<file path="src/rtl/booth_pkg.sv">
// Shared types and helpers for the radix-4 Booth multiplier.
//   booth_state_e : control FSM states
//   booth_digit_e : decoded Booth digit for one multiplier triplet
//   booth_iter()  : number of radix-4 steps for a given width and mode
package booth_pkg;

  typedef enum logic [2:0] {
    StIdle,
    StLoadQ,
    StCalc,
    StOutLo,
    StOutHi
  } booth_state_e;

  typedef enum logic [2:0] {
    ZERO,
    PM,
    P2M,
    NM,
    N2M
  } booth_digit_e;

  // Unsigned operands need one extra step so the top multiplier bit is
  // treated as a positive weight rather than a sign bit.
  function automatic int unsigned booth_iter(input int unsigned width, input logic signed_mode);
    return signed_mode ? (width / 2) : (width / 2 + 1);
  endfunction

endpackage

</file>
<file path="src/rtl/booth_r4_encoder.sv">
// Radix-4 Booth digit encoder (combinational).
//   triplet_i : {q[2i+1], q[2i], q[2i-1]} multiplier bits
//   m_ext_i   : multiplicand, already extended to WIDTH+2 bits (two's complement)
//   pp_o      : signed partial product (0, +-M, +-2M) on WIDTH+3 bits
module booth_r4_encoder
  import booth_pkg::*;
#(
  parameter int unsigned WIDTH = 8
) (
  input  logic [2:0]       triplet_i,
  input  logic [WIDTH+1:0] m_ext_i,
  output logic [WIDTH+2:0] pp_o
);

  booth_digit_e     digit;
  logic [WIDTH+2:0] m1;
  logic [WIDTH+2:0] m2;

  assign m1 = {m_ext_i[WIDTH+1], m_ext_i};
  assign m2 = {m_ext_i, 1'b0};

  always_comb begin
    digit = ZERO;
    case (triplet_i)
      3'b000, 3'b111: digit = ZERO;
      3'b001, 3'b010: digit = PM;
      3'b011:         digit = P2M;
      3'b100:         digit = N2M;
      3'b101, 3'b110: digit = NM;
      default:        digit = ZERO;
    endcase
  end

  always_comb begin
    pp_o = '0;
    unique case (digit)
      ZERO:    pp_o = '0;
      PM:      pp_o = m1;
      P2M:     pp_o = m2;
      NM:      pp_o = -m1;
      N2M:     pp_o = -m2;
      default: pp_o = '0;
    endcase
  end

endmodule

</file>
<file path="src/rtl/booth_r4_mul.sv">
// Radix-4 Booth multiplier, signed or unsigned, with serial operand load.
//   clk         : rising-edge clock
//   rst_n       : asynchronous active-low reset
//   enable      : start pulse, inbus carries M in the same cycle (IDLE only)
//   signed_mode : 1 = two's complement, 0 = unsigned; sampled with M
//   inbus       : M in the enable cycle, Q in the following cycle
//   outbus      : product low half (OUT_LO) then high half (OUT_HI), else 0
//   done        : high during both output beats
//   busy        : high from M capture until the last output beat
module booth_r4_mul
  import booth_pkg::*;
#(
  parameter int unsigned WIDTH = 8
) (
  input  logic             clk,
  input  logic             rst_n,
  input  logic             enable,
  input  logic             signed_mode,
  input  logic [WIDTH-1:0] inbus,
  output logic [WIDTH-1:0] outbus,
  output logic             done,
  output logic             busy
);

  if ((WIDTH < 4) || ((WIDTH % 2) != 0)) begin : gen_bad_width
    $error("booth_r4_mul: WIDTH must be even and >= 4");
  end

  localparam int unsigned AccW = 2 * WIDTH + 4;
  localparam int unsigned QW   = WIDTH + 3;
  localparam int unsigned MW   = WIDTH + 2;
  localparam int unsigned CntW = $clog2(WIDTH / 2 + 2);

  booth_state_e    state_q, state_d;
  logic [MW-1:0]   m_q, m_d;
  logic            sm_q, sm_d;
  logic [QW-1:0]   q_q, q_d;
  logic [AccW-1:0] acc_q, acc_d;
  logic [CntW-1:0] cnt_q, cnt_d;

  logic [CntW-1:0] cnt_last;
  logic [QW-1:0]   pp;
  logic [AccW-1:0] pp_ext;
  logic            unused_acc;

  // The mode is latched with M so a mid-operation change cannot alter the step count.
  assign cnt_last = CntW'(booth_iter(WIDTH, sm_q) - 1);

  booth_r4_encoder #(
    .WIDTH(WIDTH)
  ) u_enc (
    .triplet_i(q_q[2:0]),
    .m_ext_i  (m_q),
    .pp_o     (pp)
  );

  assign pp_ext     = {{(AccW - QW){pp[QW-1]}}, pp};
  assign unused_acc = ^acc_q[AccW-1:2*WIDTH];

  // State register and datapath registers.
  always_ff @(posedge clk or negedge rst_n) begin
    if (!rst_n) begin
      state_q <= StIdle;
      m_q     <= '0;
      sm_q    <= 1'b0;
      q_q     <= '0;
      acc_q   <= '0;
      cnt_q   <= '0;
    end else begin
      state_q <= state_d;
      m_q     <= m_d;
      sm_q    <= sm_d;
      q_q     <= q_d;
      acc_q   <= acc_d;
      cnt_q   <= cnt_d;
    end
  end

  // Next-state logic.
  always_comb begin
    state_d = state_q;
    unique case (state_q)
      StIdle:  if (enable) state_d = StLoadQ;
      StLoadQ: state_d = StCalc;
      StCalc:  if (cnt_q == cnt_last) state_d = StOutLo;
      StOutLo: state_d = StOutHi;
      StOutHi: state_d = StIdle;
      default: state_d = StIdle;
    endcase
  end

  // Datapath next-state.
  always_comb begin
    m_d   = m_q;
    sm_d  = sm_q;
    q_d   = q_q;
    acc_d = acc_q;
    cnt_d = cnt_q;
    unique case (state_q)
      StIdle: begin
        if (enable) begin
          m_d  = signed_mode ? {{2{inbus[WIDTH-1]}}, inbus} : {2'b00, inbus};
          sm_d = signed_mode;
        end
      end
      StLoadQ: begin
        // Implicit 0 below bit 0; unsigned mode zero-fills the two guard bits on top.
        q_d   = {(sm_q ? {2{inbus[WIDTH-1]}} : 2'b00), inbus, 1'b0};
        acc_d = '0;
        cnt_d = '0;
      end
      StCalc: begin
        // Partial product for step i lands at weight 4^i.
        acc_d = acc_q + (pp_ext << {cnt_q, 1'b0});
        q_d   = q_q >> 2;
        cnt_d = cnt_q + CntW'(1);
      end
      default: ;
    endcase
  end

  // Outputs.
  always_comb begin
    outbus = '0;
    done   = 1'b0;
    busy   = (state_q != StIdle);
    unique case (state_q)
      StOutLo: begin
        done   = 1'b1;
        outbus = acc_q[WIDTH-1:0];
      end
      StOutHi: begin
        done   = 1'b1;
        outbus = acc_q[2*WIDTH-1:WIDTH];
      end
      default: ;
    endcase
  end

endmodule

</file>
<file path="config.mk">
export PLATFORM = sky130hd
export DESIGN_NAME = booth_r4_mul
export DESIGN_NICKNAME = d
export VERILOG_FILES = /design/src/rtl/booth_pkg.sv /design/src/rtl/booth_r4_encoder.sv /design/src/rtl/booth_r4_mul.sv
export SDC_FILE = /design/constraint.sdc
export NUM_CORES = 1
export LEC_CHECK = 0
export ABC_AREA = 1
export CAP_MARGIN = 20
export CORE_ASPECT_RATIO = 1.25
export CORE_MARGIN = 2
export CORE_UTILIZATION = 45
export CTS_CLUSTER_DIAMETER = 150
export DETAILED_ROUTE_END_ITERATION = 6
export MAX_ROUTING_LAYER = met4
export PLACE_DENSITY_LB_ADDON = 0.08
export REMOVE_ABC_BUFFERS = 1
export SYNTH_ARGS = -nofsm -noshare
export SYNTH_HDL_FRONTEND = slang
export SYNTH_HIERARCHICAL = 1
export SYNTH_SLANG_ARGS = --single-unit
</file>
<file path="constraint.sdc">
create_clock -name clk -period 3.2 [get_ports clk]
set_input_delay 0.48 -clock clk [delete_from_list [all_inputs] [get_ports clk]]
set_output_delay 0.48 -clock clk [all_outputs]
set_load 0.03 [all_outputs]
</file>
Word level (Yosys, flattened, before mapping). Memories as Yosys holds them, arrays and structs flattened. Cells that the tools add are included.

$add $sub $neg: 5. Multiply operators: 0. Div/mod/pow operators: 0. Order comparisons: 0. Equal/unequal tests: 11. Shifts and indexed selects: 1. Mux-type cells: 12. Bitwise logic cells: 0. Reductions and logical operators: 6.

Operator list (count): $pmux 11 s4 (1); $pmux 20 s2 (1); $neg 11->11 (2); $pmux 11 s2 (1); $add 20x20->20 (1); $shl 20x4->20 (1); $pmux 8 s2 (1); $eq 3x2->1 const B (4); $pmux 3 s4 (1); $mux 10 (1); $eq 3x1->1 const B (2); $eq 3x3->1 const B (2); $mux 3 (2); $pmux 3 s2 (1); $ne 2x2->1 const B (2); $reduce_and 2->1 (2); $add 3x1->3 const B (1); $eq 3x3->1 (1); $logic_not 3->1 (1); $reduce_bool 3->1 (1); $sub 3x1->3 const B (1); $mux 1 (2); $mux 2 (1); $reduce_bool 2->1 (1); $reduce_or 2->1 (1).

Register bits after elaboration: 48. Latch bits: 0. Memory bits (writable): 0. ROM bits: 24. Input port bits: 12. Output and inout bits: 10. Word-level logic and storage cells: 42. Memories: 1.

Memories: (no name shown) (words 8, width 3, read ports 1, clocked after memory_dff 0, write ports 0, line booth_r4_encoder.sv:24) `case (triplet_i)`.

Logic depth before layout (Yosys ltp). An unclocked memory read counts as a cell.

Word-level depth: 6. Depth in mapped cells: 25. Gate-level depth less buffers: 25.

Cells and area by module. The synthesis kept the hierarchy.

Modules (own cells, without submodules): booth_r4_mul (times used 1, cells an instance 437, area an instance 3042.9 um^2); booth_r4_encoder (times used 1, cells an instance 103, area an instance 569.3 um^2).

Worst setup path before layout. Ideal clock, no wire load.

Path kind: flip-flop to flip-flop. Start point: reg q_q[0]. End point: reg acc_q[13]. Arrival: 2646 ps. Required time: 3083 ps. Slack: 437 ps. Stages on the path, launching flop included: 19. Cell sequence: dfrtp_1 inv_1 ha_1 nand2_1 nor2_8 nand3_1 nand3b_1 inv_1 nand2_1 o21ai_0 or2_2 a22oi_1 ha_1 nand2_1 o21ai_0 a21oi_1 nand3b_1 nand3_1 nand2_1.

Word-level cells in the longest chain between the ends: 6.

Ends and longest elaborated chain: start, declared (line booth_r4_mul.sv:37) `logic [QW-1:0] q_q, q_d;`; start signal, assigned (line booth_r4_mul.sv:73) `q_q <= q_d;`; $mem_v2 8x3 (*); $eq 3x3->1, or another cell as far along (line booth_r4_encoder.sv:36) `unique case (digit)`; $pmux 11 s4 (*) (line booth_r4_encoder.sv:36); via pp[6] (line booth_r4_mul.sv:42) `logic [QW-1:0] pp;`; $shl 20x4->20 (*) (line booth_r4_mul.sv:114) `acc_d = acc_q + (pp_ext << {cnt_q, 1'b0});`; $add 20x20->20 (*) (line booth_r4_mul.sv:114); $pmux 20 s2 (*) (line booth_r4_mul.sv:99) `unique case (state_q)`; end signal, assigned (line booth_r4_mul.sv:67) `acc_q <= '0;`; end signal, assigned (line booth_r4_mul.sv:74) `acc_q <= acc_d;`; end, declared (line booth_r4_mul.sv:38) `logic [AccW-1:0] acc_q, acc_d;`.

The timed path passes the listed nets; every way through them passes the cells marked *. A chain may end at the register's enable or synchronous reset.

Final worst setup path.
Start point: reg q_q[1]. End point: reg acc_q[13].

Same word-level chain as after synthesis.

==> results_dict.tcl <==
set metrics [dict create \
    numPlacedInstances 659 \
    wl_per_cell_um 15.43 \
    antenna_found_initial 0 \
    io_pins 22 \
    status "finished, final reports clean" \
    max_freq_ghz 0.3329 \
    yosys_warnings 6 \
    n_antenna_cell 0 \
    r2r_cells 18 \
    grt_pass1_wl_um 16810 \
    crit_end "acc_q[13]" \
    placed_cell_area_um2 3961 \
    core_um2 7792 \
    arrival_ns 3.20 \
    ys_types 44 \
    finalSetupViolations 0 \
    synth_seq_cells 42 \
    netlist_instances 540 \
    dr_total_vias 3715 \
    avgSynthCellArea_um2 6.689 \
    syn_area_um2 3612 \
    instances_no_fill 677 \
    min_period_over_period_pct 93.87 \
    startpoint "q_q[1]" \
    rsz0062_at_grt "yes" \
    floorplan.initialDensity_pct 46.36 \
    worst_ep_required_time_ns 3.40 \
    grt_max_degree 43 \
    slowest_delay_ns 0.43 \
    cts_root_buffer "clkbuf_8" \
    ant_nets 0 \
    clk_pin_slew_ns 0.10 \
    die_x_um 84.14 \
    grt_pass1_vias 3562 \
    clk_path_buf_depth 2 \
    globalRouteOverflowTotal 0 \
    cts-htree-levels 2 \
    crit_path_start_kind "flip-flop" \
    grt_usage_pct 24.19 \
    ys_seq_area_share_pct 29.10 \
    die_y_um 104.2 \
    period_minus_slack_ns 3.004 \
    path_cells "inv_2, ha_4, inv_4, nand3_4, inv_4, buf_6, nand3_1, nand3b_1, o21ai_2, or2_2, a22oi_2, ha_2, a21oi_2, o21ai_0, a21oi_2, nand3b_1, nand3_2, nand2_1" \
    die_area_um2 8764 \
    place_hpwl_um 7799 \
    rows 36 \
    drtPass1Iterations 4 \
    path_class "reg2reg" \
    cts_tree "done" \
    drt_iter0_markers 191 \
    critPathSlowestCell "dfrtp_1" \
    layout.nets 613 \
    r2r-end "acc_q[13]" \
    clk_latency_ns 0.30 \
    avgViaCountPerCell 5.487 \
    layout-drive-gt1-share_pct 21.48 \
    design_area_um2 4442 \
    cp_max_fo 5 \
    cts_made_buffers 5 \
    rrSetupSlack_ns 0.20 \
    ctsHoldBuffers 0 \
    numPortBuffers 21 \
    reg2reg_from "q_q[1]" \
    hold_class "in2async" \
    drc_errors 0 \
    skew_ns 0.007826 \
    relSlewSlack_pct 56.82 \
    slew_violations 0 \
    clock_sinks 42 \
    end_kind "flip-flop" \
    drv_cap 0 \
    worst_pin_slew_ns 0.6477 \
    area_delta_synth_final_pct 22.97 \
    drt_wl_total_um 10450 \
    gp_congestion 0.9057 \
    finalHoldViolCount 0 \
]
==> worst max-delay path, delay by kind of cell, from the launching register on <==
kind | cells | cell delay, ns
buf+inv | 4 | 0.36
fa+ha+maj | 2 | 0.61
flops | 1 | 0.43
simple gates | 7 | 0.87
compound gates | 5 | 0.62
==> how the worst min path moves through the flow <==
stage | from | end | slack [ns]
after floorplan | rst_n | acc_q[0] | 0.18
after global placement | sm_q | sm_q | 0.47
after detailed placement | q_q[5] | q_q[5] | 0.48
after CTS | rst_n | m_q[6] | 0.36
after global routing | rst_n | m_q[6] | 0.19
final | rst_n | m_q[6] | 0.15
==> sequential cells by signal, indices dropped and copies added, names as in the netlist <==
name	cells
acc_q	16
sm_q	1
m_q	9
q_q	10
cnt_q	3
state_q	3
==> cells by family after synthesis <==
family / synth area share, %
xor gates and xnor gates: 1.213
buffers and inverters: 10.22
muxes: 0.5542
DFF: 29.10
and+or+nand+nor: 36.09
adders and majority gates: 7.136
AOI/OAI and AO/OA: 15.69
==> area by class of cell <==
| type | instances | area (µm²) |
|---|---|---|
| inverters | 71 | 271.5 |
| flip-flops and latches | 42 | 1051 |
| multi-input cells | 414 | 2480 |
| clock inverters | 3 | 23.77 |
| repair buffers | 47 | 427.9 |
| well taps | 95 | 118.9 |
| fillers | 778 | 3351 |
| clock buffers | 5 | 68.82 |
==> Yosys cell counts, drive strengths merged <==
master | n | area [µm²]
nand2 | 161 | 621.8
inv | 71 | 266.5
nand3 | 58 | 300.3
o21ai | 49 | 245.2
nor2 | 46 | 236.5
dfrtp | 42 | 1051
a21oi | 24 | 123.9
ha | 19 | 237.7
buf | 14 | 102.6
o22ai | 12 | 75.07
nand3b | 7 | 52.55
or2 | 5 | 31.28
nor3 | 4 | 36.29
a22oi | 3 | 22.52
nand4 | 3 | 18.77
xor2 | 3 | 26.28
a31oi | 2 | 12.51
mux2i | 2 | 20.02
o211ai | 2 | 15.01
o221ai | 2 | 17.52
xnor2 | 2 | 17.52
a211o | 1 | 8.760
a21boi | 1 | 7.510
a21o | 1 | 7.510
and2 | 1 | 6.260
fa | 1 | 20.02
o21a | 1 | 7.510
o21bai | 1 | 7.510
o31ai | 1 | 7.510
o32ai | 1 | 8.760
==> cell usage in the layout, fill, tap and decap left out, types with 4 or more instances in the layout <==
cell               n
ha_1              10
nand2_1          145
a21oi_2           10
o21ai_2            4
nor2_1            31
nor2_2             9
o22ai_1           11
nand3b_1           7
nor2_4             6
dfrtp_1           42
o21ai_1           14
inv_1             59
clkdlybuf4s50_1   20
nand2_2           13
nand3_2            9
inv_2             10
a21oi_1           14
ha_4               6
nand3_1           47
clkbuf_8           5
buf_4             23
o21ai_0           31
==> through the flow <==
step	TNS, ns	utilization, %	hold slack (ns)	setup WS (ns)
2_1_floorplan	0	-	0.1844	0.4068
3_3_place_gp	0	50.83	0.4699	0.07148
3_5_place_dp	0	50.83	0.4848	0.01282
4_1_cts	0	52.15	0.3594	0.01571
5_1_grt	-0.2954	57.00	0.1900	-0.1130
6_report	0	57.00	0.1455	0.1963
==> repair_timing <==
item | in CTS | in global routing
setup buffers | 1 | 7
gates resized for setup | 1 | 77
gates cloned | 0 | 1
endpoints found under the setup margin | 1 | 13
pin swaps | 1 | 29
==> metal layers <==
| metal | share of wire, % | vias to the layer above | wire, µm | GRT usage, % |
|---|---|---|---|---|
| met4 | 2.4 | 0 | 253 | 7.373 |
| met3 | 2.6 | 15 | 275 | 2.063 |
| met5 | 0 | - | 0 | - |
| li1 | - | 1857 | - | - |
| met1 | 41 | 1774 | 4271 | 27.34 |
| met2 | 54 | 69 | 5644 | 44.67 |
Power is left out: the tool's default activity adds up to more than one toggle a clock period on the data nets, which glitch-free logic cannot reach.
==> patch: new RTL, same flow settings <==
The 5 states of `booth_state_e` get a one-hot encoding in 5 bits.
--- a/src/rtl/booth_pkg.sv
+++ b/src/rtl/booth_pkg.sv
@@ -4,12 +4,12 @@
 //   booth_iter()  : number of radix-4 steps for a given width and mode
 package booth_pkg;
 
-  typedef enum logic [2:0] {
-    StIdle,
-    StLoadQ,
-    StCalc,
-    StOutLo,
-    StOutHi
+  typedef enum logic [4:0] {
+    StIdle  = 5'b00001,
+    StLoadQ = 5'b00010,
+    StCalc  = 5'b00100,
+    StOutLo = 5'b01000,
+    StOutHi = 5'b10000
   } booth_state_e;
 
   typedef enum logic [2:0] {
Behaviour: same outputs for any inputs over 4 cycles, from zero or initial values and one cycle with rst_n low; so few cycles prove little.
==> patch against the unedited design <==
Critical path depth is 4 higher. Area after synthesis grew 2.6%. Final area increased by 1.4%. Critical endpoint unchanged. Setup slack got worse by 0.079 ns. Sequential cell count up 2. Wire length is 4.5% higher. Final cell count rose by 0.74%. Highest routed layer unchanged. Sequential share of layout area increased by 0.81 points. Global-route usage increased by 0.88 points.
==> patch: results (changes against the unedited design) <==
Synth:
- The fraction of synthesis flops using an asynchronous set or reset pin was 100.0% (unchanged).
- The multiplexer fraction of the synthesized cell area is 0.5402% (-0.014 points).
- By area the synthesized netlist is led by dfrtp_1, nand2_1, inv_1.
- The synthesized-area fraction occupied by adder cells is 6.955% (-0.18 points).
- The synthesized-area fraction occupied by ao, oa, aoi and oai cells came to 16.44% (+0.75 points).
- By count the netlist is led by nand2_1, inv_1, nand3_1.
- The number of library cell types mapped by synthesis is 46 (+4.5%).
- The post-synthesis sequential area ratio is 29.74% (+0.65 points).
- The xor/xnor cell area share of the yosys netlist is 1.182% (-0.031 points).

Clocking:
- The clock-pin slew on the worst setup and hold paths came to 0.10 ns (about the same).
- For the worst-skew pair, the clock arrives at the later sink with an insertion delay of around 0.31 ns.
- The post-CTS resize count is 4 (+3).
- The total setup buffers inserted after CTS came to 0 (-1).

Critical path:
- The worst path arrival time is 3.28 ns (+0.08 ns).
- The register-to-register setup slack came to 0.12 ns (-0.08 ns).
- The biggest fanout along the worst timing path is 9 (+4).

Route:
- The per-cell via count in the routed design is 5.545 (+1.1%).
- The per-cell routed wire length is 16.00 um (+3.7%).
- The first-iteration detailed-routing DRC count is 162 (-15%).
- The detailed-route wire length was 10.91 mm (+4.5%).
- The total iterations of the first detailed-routing run is 7 (+3).

Placement:
- The count of buffers from port buffering is 21 (unchanged).
- The sum of net half-perimeters after detailed placement is 8.000 mm (+2.6%).
- The cell count after placement came to 656 (-0.46%).
- The area after detailed placement came to 4028 um2 (+1.7%).
- The final weighted congestion in routability-driven placement came to 0.9852 (+8.8%).
- The pre-CTS setup slack is -0.09962 ns (-0.1124 ns).

Timing:
- The hold slack is 0.05055 ns (-0.09493 ns).
- The ratio of final minimum period to clock period is 96.33% (+2.5 points).
- The worst clock skew on the final layout is 0.01601 ns (+0.008187 ns).
- The slew of the pin with the lowest slew margin was 0.6148 ns (-0.03299 ns).

Power:
- The reported combinational group power is roughly 4.0 mW.
- Power attributed to sequential cells is 1.02 mW.

Cells and area:
- The post-layout net count is 616 (+0.49%).
- The fill cell instance count of the final layout is 809 (+4.0%).
- The area occupied by multi-input gates is 2409 um2 (-2.9%).
- The fraction of final layout cells with drive strength greater than 1 is 21.20% (-0.28 points).

GRT:
- The largest net degree at the start of global routing was 45 (+4.7%).
- The via count of the first global-routing pass is 3642 (+2.2%).
- The overall fraction of global-route tracks in use was 25.07% (+0.88 points).
- The global-route wire length before repair is 17.33 mm (+3.1%).

Outcome:
- The run finished with clean final reports.
-- patch: logic make-up after synthesis --
| kind of cell | Yosys count |
|---|---|
| adders and majority gates | 20 |
| DFF | 44 |
| buffers and inverters | 99 |
| and+or+nand+nor | 271 |
| xor gates and xnor gates | 5 |
| AOI/OAI and AO/OA | 99 |
| muxes | 2 |
-- patch: worst max-delay path, stage by stage, from the launching register on --
cell      delay (ns)
dfrtp_1         0.38
buf_4           0.14
ha_2            0.20
nor2_4          0.13
nand2_4         0.11
o22ai_1         0.17
a21oi_1         0.06
nand2_1         0.05
inv_1           0.05
o21ai_2         0.13
inv_1           0.07
nand2_1         0.05
o21ai_1         0.09
nor2_1          0.22
ha_1            0.33
nand2_1         0.09
nand2_1         0.09
nand2_1         0.07
nand3_1         0.10
a21oi_1         0.20
nand3b_1        0.10
nand3_1         0.09
nand2_1         0.05
-- patch: final timing paths --
check	cells past startpoint	startpoint	to
hold reg to reg	1	state_q[2]	state_q[4]
hold / removal	1	rst_n	acc_q[3]
max in group asynchronous	2	rst_n	acc_q[11]
setup reg to reg	22	q_q[0]	acc_q[13]
min in group clk	1	state_q[2]	state_q[4]
setup / recovery	22	q_q[0]	acc_q[13]
-- patch: routing by layer --
| layer | global-route usage, % | routed length, um | vias up |
|---|---|---|---|
| li1 | - | - | 1878 |
| met1 | 26.97 | 4363 | 1787 |
| met2 | 46.04 | 5908 | 97 |
| met3 | 4.385 | 355 | 20 |
| met4 | 8.050 | 284 | 0 |
| met5 | - | 0 | - |
-- patch: cell type report --
class	count	share of cell area [%]
Clock buffer	5	1.528
Sequential cell	44	24.47
Inverter	86	7.222
Timing Repair Buffer	48	9.417
Clock inverter	3	1.028
Multi-Input combinational cell	398	53.47
Tap cell	97	2.694
Timing Repair inverter	1	0.1667
